File: src/rtl/mfcc_pkg.sv
// rtl/mfcc_pkg.sv - shared widths, state codes and sign-extension helper for the MFCC pipeline
package mfcc_pkg;

  localparam int MEL_W_D   = 44;
  localparam int ENG_W_D   = 39;
  localparam int OUT_W_D   = 44;
  localparam int NUM_MEL_D = 23;

  // Widest word any stage sign-extends through the shared helper
  localparam int SEXT_W = 64;

  localparam logic [0:0] ST_ENG = 1'b0;
  localparam logic [0:0] ST_MEL = 1'b1;

  typedef logic [SEXT_W-1:0] sext_t;

  // Replicates bit from_w-1 of value into every bit at or above from_w
  function automatic sext_t sext(input sext_t value, input int from_w);
    sext_t mask;
    sext_t sign_pos;
    mask     = {SEXT_W{1'b1}} << from_w;
    sign_pos = value >> (from_w - 1);
    if (sign_pos[0]) begin
      sext = value | mask;
    end else begin
      sext = value & ~mask;
    end
  endfunction

endpackage

File: src/rtl/muxlog_outreg.sv
// rtl/muxlog_outreg.sv - single-entry valid/ready output register that holds its word while stalled
module muxlog_outreg #(
  parameter int W = 8
) (
  input  logic         clk,
  input  logic         rst,
  input  logic         in_valid,
  input  logic [W-1:0] in_data,
  output logic         in_ready,
  output logic         out_valid,
  output logic [W-1:0] out_data,
  input  logic         out_ready
);

  // A new word may enter when the slot is empty or is being drained this cycle
  assign in_ready = !out_valid || out_ready;

  always_ff @(posedge clk or posedge rst) begin
    if (rst) begin
      out_valid <= 1'b0;
      out_data  <= '0;
    end else if (in_ready) begin
      out_valid <= in_valid;
      if (in_valid) begin
        out_data <= in_data;
      end
    end
  end

endmodule

File: src/rtl/muxlog_stream.sv
// rtl/muxlog_stream.sv - streaming energy/mel frame selector with sign extension ahead of the log stage
module muxlog_stream
  import mfcc_pkg::*;
#(
  parameter int MEL_W   = MEL_W_D,
  parameter int ENG_W   = ENG_W_D,
  parameter int OUT_W   = OUT_W_D,
  parameter int NUM_MEL = NUM_MEL_D,
  parameter int IDX_W   = 5
) (
  input  logic             clk,
  input  logic             rst,
  input  logic             energy_en,
  input  logic             eng_valid,
  input  logic [ENG_W-1:0] eng_data,
  output logic             eng_ready,
  input  logic             mel_valid,
  input  logic [MEL_W-1:0] mel_data,
  output logic             mel_ready,
  output logic             out_valid,
  output logic [OUT_W-1:0] out_data,
  output logic             out_is_eng,
  output logic [IDX_W-1:0] out_idx,
  output logic             out_last,
  input  logic             out_ready
);

  localparam int PW = OUT_W + IDX_W + 2;

  logic [0:0]       phase_q;
  logic             start_q;
  logic             eng_mode_q;
  logic [IDX_W-1:0] mel_cnt_q;

  logic             cur_mode;
  logic [0:0]       cur_state;
  logic             can_load;
  logic             eng_acc;
  logic             mel_acc;
  logic             mel_last;
  logic [IDX_W-1:0] mel_idx;
  logic [OUT_W-1:0] eng_ext;
  logic [OUT_W-1:0] mel_ext;
  logic             load_valid;
  logic [PW-1:0]    load_word;
  logic [PW-1:0]    held_word;

  // Frame start is resolved combinationally from energy_en so it never costs a cycle
  always_comb begin
    cur_mode  = start_q ? energy_en : eng_mode_q;
    cur_state = start_q ? (energy_en ? ST_ENG : ST_MEL) : phase_q;
  end

  assign eng_ready = !rst && can_load && (cur_state == ST_ENG);
  assign mel_ready = !rst && can_load && (cur_state == ST_MEL);
  assign eng_acc   = eng_valid && eng_ready;
  assign mel_acc   = mel_valid && mel_ready;

  assign mel_last = (mel_cnt_q == IDX_W'(NUM_MEL - 1));
  assign mel_idx  = cur_mode ? (mel_cnt_q + IDX_W'(1)) : mel_cnt_q;

  assign eng_ext = OUT_W'(sext(SEXT_W'(eng_data), ENG_W));
  assign mel_ext = OUT_W'(sext(SEXT_W'(mel_data), MEL_W));

  assign load_valid = eng_acc || mel_acc;

  always_comb begin
    load_word = '0;
    if (eng_acc) begin
      load_word = {1'b1, 1'b0, {IDX_W{1'b0}}, eng_ext};
    end else begin
      load_word = {1'b0, mel_last, mel_idx, mel_ext};
    end
  end

  always_ff @(posedge clk or posedge rst) begin
    if (rst) begin
      phase_q    <= ST_ENG;
      start_q    <= 1'b1;
      eng_mode_q <= 1'b0;
      mel_cnt_q  <= '0;
    end else if (eng_acc) begin
      phase_q    <= ST_MEL;
      start_q    <= 1'b0;
      eng_mode_q <= cur_mode;
    end else if (mel_acc) begin
      phase_q    <= ST_MEL;
      eng_mode_q <= cur_mode;
      if (mel_last) begin
        start_q   <= 1'b1;
        mel_cnt_q <= '0;
      end else begin
        start_q   <= 1'b0;
        mel_cnt_q <= mel_cnt_q + IDX_W'(1);
      end
    end
  end

  muxlog_outreg #(
    .W(PW)
  ) u_outreg (
    .clk      (clk),
    .rst      (rst),
    .in_valid (load_valid),
    .in_data  (load_word),
    .in_ready (can_load),
    .out_valid(out_valid),
    .out_data (held_word),
    .out_ready(out_ready)
  );

  assign {out_is_eng, out_last, out_idx, out_data} = held_word;

endmodule

File: config.mk
export PLATFORM = sky130hd
export DESIGN_NAME = muxlog_stream
export DESIGN_NICKNAME = d
export VERILOG_FILES = /design/src/rtl/mfcc_pkg.sv /design/src/rtl/muxlog_outreg.sv /design/src/rtl/muxlog_stream.sv
export SDC_FILE = /design/constraint.sdc
export NUM_CORES = 1
export LEC_CHECK = 0
export ABC_AREA = 1
export CORE_AREA = 8 8 87 89
export CTS_CLUSTER_DIAMETER = 40
export DETAILED_ROUTE_END_ITERATION = 16
export DIE_AREA = 0 0 95 97
export DONT_BUFFER_PORTS = 1
export GPL_TIMING_DRIVEN = 0
export HOLD_SLACK_MARGIN = 0.05
export PLACE_DENSITY = 0.67
export SLEW_MARGIN = 25
export SYNTH_ARGS = -nofsm -noshare
export SYNTH_HDL_FRONTEND = slang
export SYNTH_HIERARCHICAL = 1
export SYNTH_SLANG_ARGS = --single-unit
File: constraint.sdc
create_clock -name clk -period 2 [get_ports clk]
set_input_delay 0.4 -clock clk [delete_from_list [all_inputs] [get_ports clk]]
set_output_delay 0.4 -clock clk [all_outputs]
set_load 0.01 [all_outputs]
==> qor.txt <==
Sw Pwr: 1190 uW
WL/cell: 15.7 um
Post-DP Area: 3360 um^2
CTS Buffer Depth: 2
slowest stage cell, crit path: dfrtp_1
CP arrival: 1470 ps
skew final: 9.17 ps
status: completed
reg-to-reg critical path endpoint: u_outreg/out_data[46]
worst min path class: in2async
RSZ-0062 raised after global routing: false
# DRC: 0
mapped cell area: 3260 um^2
sequential power share: 0.516
number of vias per cell: 5.22
cts bufs inserted: 9
first-pass iteration count of the detailed router: 4
Die X: 95 um
GP Congestion: 0.827
power density cells: 988 nW/um^2
layer with the highest usage: met2
met2 Use GR: 0.306
Core Region: 6200 um^2
hpwl dp: 6500 um
Die ar.: 9220 um^2
Setup crit start: u_outreg/out_valid
DR iter-0 viols: 96
antenna cells: 0
fin crit period: 1870 ps
met1 Resource Use GR: 0.227
CTS Root Cell: clkbuf_8
antenna violations before repair: 0
R2R setup slack: 190 ps
crit path max fanout: 10
Fin Hold WS: 32.7 ps
Reg2Reg Depth: 11
vias in the first global route: 2817
Crit path largest cell delay: 440 ps
Yosys reg bits: 60
relative max-transition margin: 0.568
CP Launch Type: flop
io pins: 143
via count: 2862
setup TNS: 0 ps
critical path, cell by cell: nand2_4 > buf_4 > inv_1 > nor2_4 > nand3_1 > inv_1
clock share of power: 0.291
largest net degree at the start of global routing: 53
CP Class: reg2out
Final Hold Fails: 0
worst skew pair latency: 320 ps
Initial Utilization: 0.526
Mapped Cells: 452
cell area after layout: 3600 um^2
Critical Path Sink: mel_ready
crit end category: output pin
Yosys cell types: 23
gr ovfl total: 0
buffers added on ports: 0
synthesized area per cell: 7.22 um^2
Clock Pin Slew Worst Setup and Hold Paths: 60 ps
first-pass GRT wire length: 14000 um
CTS H-tree lvls: 3
FF-to-FF Start: u_outreg/out_valid
Area growth syn-to-layout: 10.2%
clk sinks: 60
total wire length: 8600 um
Die H: 97 um
Switching Fraction: 0.335
worst path required time: 1600 ps
layout cells sized above 1: 0.115
syn nets: 543
Final period util: 0.936
TritonCTS clock tree: yes
M3 GR Usage: 0.0665
max_cap viols: 0
Nets: 558
Internal: 2360 uW
CP most frequent cell: inv_1
Peak VDD IR: 638 uV
sequential area share after synthesis: 0.461
Tot GR Track Use: 0.190
post-route ant nets: 0
# setup viols final: 0
Leak: 0.00206 uW
Synth Warn #: 6
Slew @ Worst Pin: 648 ps
fmax: 534 MHz
Comb power frac: 0.193
Max Slew Vio Count: 0
Rows: 29
-- layer usage --
| layer | vias up | routed length, um |
|---|---|---|
| li1 | 1442 | - |
| met1 | 1318 | 3530 |
| met2 | 93 | 4080 |
| met3 | 9 | 884 |
| met4 | 0 | 99 |
| met5 | - | 0 |
-- power by group through the flow --
stage / registers [uW] / clock network, uW / logic [uW]
floorplan: 1770 / 0 / 564
global placement: 1850 / 0 / 659
detailed placement: 1860 / 0 / 680
CTS: 1840 / 1060 / 691
global route: 1880 / 1120 / 811
finish: 1830 / 1030 / 685
-- logic make-up (layout without fill, tap and decap cells) --
logic type,after synthesis,in the layout,synth area share
simple gates,336,336,0.428
flops,60,60,0.461
buf+inv,44,63,0.0871
compound gates,9,9,0.0138
fa+ha+maj,2,2,0.00767
xor+xnor,1,1,0.00269
-- final cells by class --
class                      count  area, um^2
buffer                        27         229
inverter                      17        68.8
multi-input combinational    348        1480
fill                         629        2610
clock inverter                 2        35.0
sequential                    60        1500
tap                           77        96.3
timing repair buffer           4        32.5
clock buffer                  13         149
-- worst min-delay path by stage --
| stage | startpoint | end |
|---|---|---|
| finish | rst | u_outreg/out_data[4] |
| global route | rst | u_outreg/out_data[4] |
| CTS | rst | u_outreg/out_data[4] |
| detailed placement | rst | mel_cnt_q[3] |
| global placement | rst | mel_cnt_q[4] |
| floorplan | rst | eng_mode_q |
-- worst max-delay path, delay by kind of cell, from the launching register on --
| kind | cells | cell delay, ps |
|---|---|---|
| flip-flops | 1 | 440 |
| AND/OR/NAND/NOR | 3 | 340 |
| buffers and inverters | 3 | 370 |
-- timing repair --
action / in CTS / in global routing
resized for setup: 3 / 3
hold endpoints to repair: 7 / 0
setup buffers: 1 / 2
hold buffers: 1 / 0
setup endpoints to repair: 54 / 51
pin swaps: 1 / 1
-- sequential cells by signal (all words and copies together) (netlist names) --
register	cells
mel_cnt_q	5
start_q	1
phase_q	1
u_outreg/out_data	51
eng_mode_q	1
u_outreg/out_valid	1
-- placed cells by master, fill, tap and decap left out, drive strengths merged --
master,n
nand2,260
nor3,1
dfstp,1
dlygate4sd3,1
a21oi,2
nand3,62
clkbuf,14
xnor2,1
buf,29
dfrtp,59
clkinv,1
ha,2
o21ai,7
inv,17
nand4,3
bufinv,1
nor2,10
-- stage by stage --
step | worst slack [ps] | utilization | instances | power (uW)
floorplan | 248 | - | 452 | 2330
detailed placement | -146 | 0.542 | 529 | 2540
global placement | -272 | 0.541 | 529 | 2510
global route | 4.68 | 0.580 | 548 | 3810
CTS | 57.1 | 0.576 | 546 | 3590
finish | 128 | 0.580 | 548 | 3550
-- Yosys cell counts (all sizes together) --
| master | n | area, um^2 |
|---|---|---|
| xnor2 | 1 | 8.76 |
| nand3 | 62 | 323 |
| dfrtp | 59 | 1480 |
| o21ai | 7 | 35.0 |
| nand4 | 3 | 18.8 |
| nor3 | 1 | 10.0 |
| dfstp | 1 | 26.3 |
| nand2 | 260 | 1000 |
| ha | 2 | 25.0 |
| buf | 27 | 218 |
| inv | 17 | 66.3 |
| a21oi | 2 | 10.0 |
| nor2 | 10 | 40.0 |
Note: power is estimated with default switching activity, not from simulation.
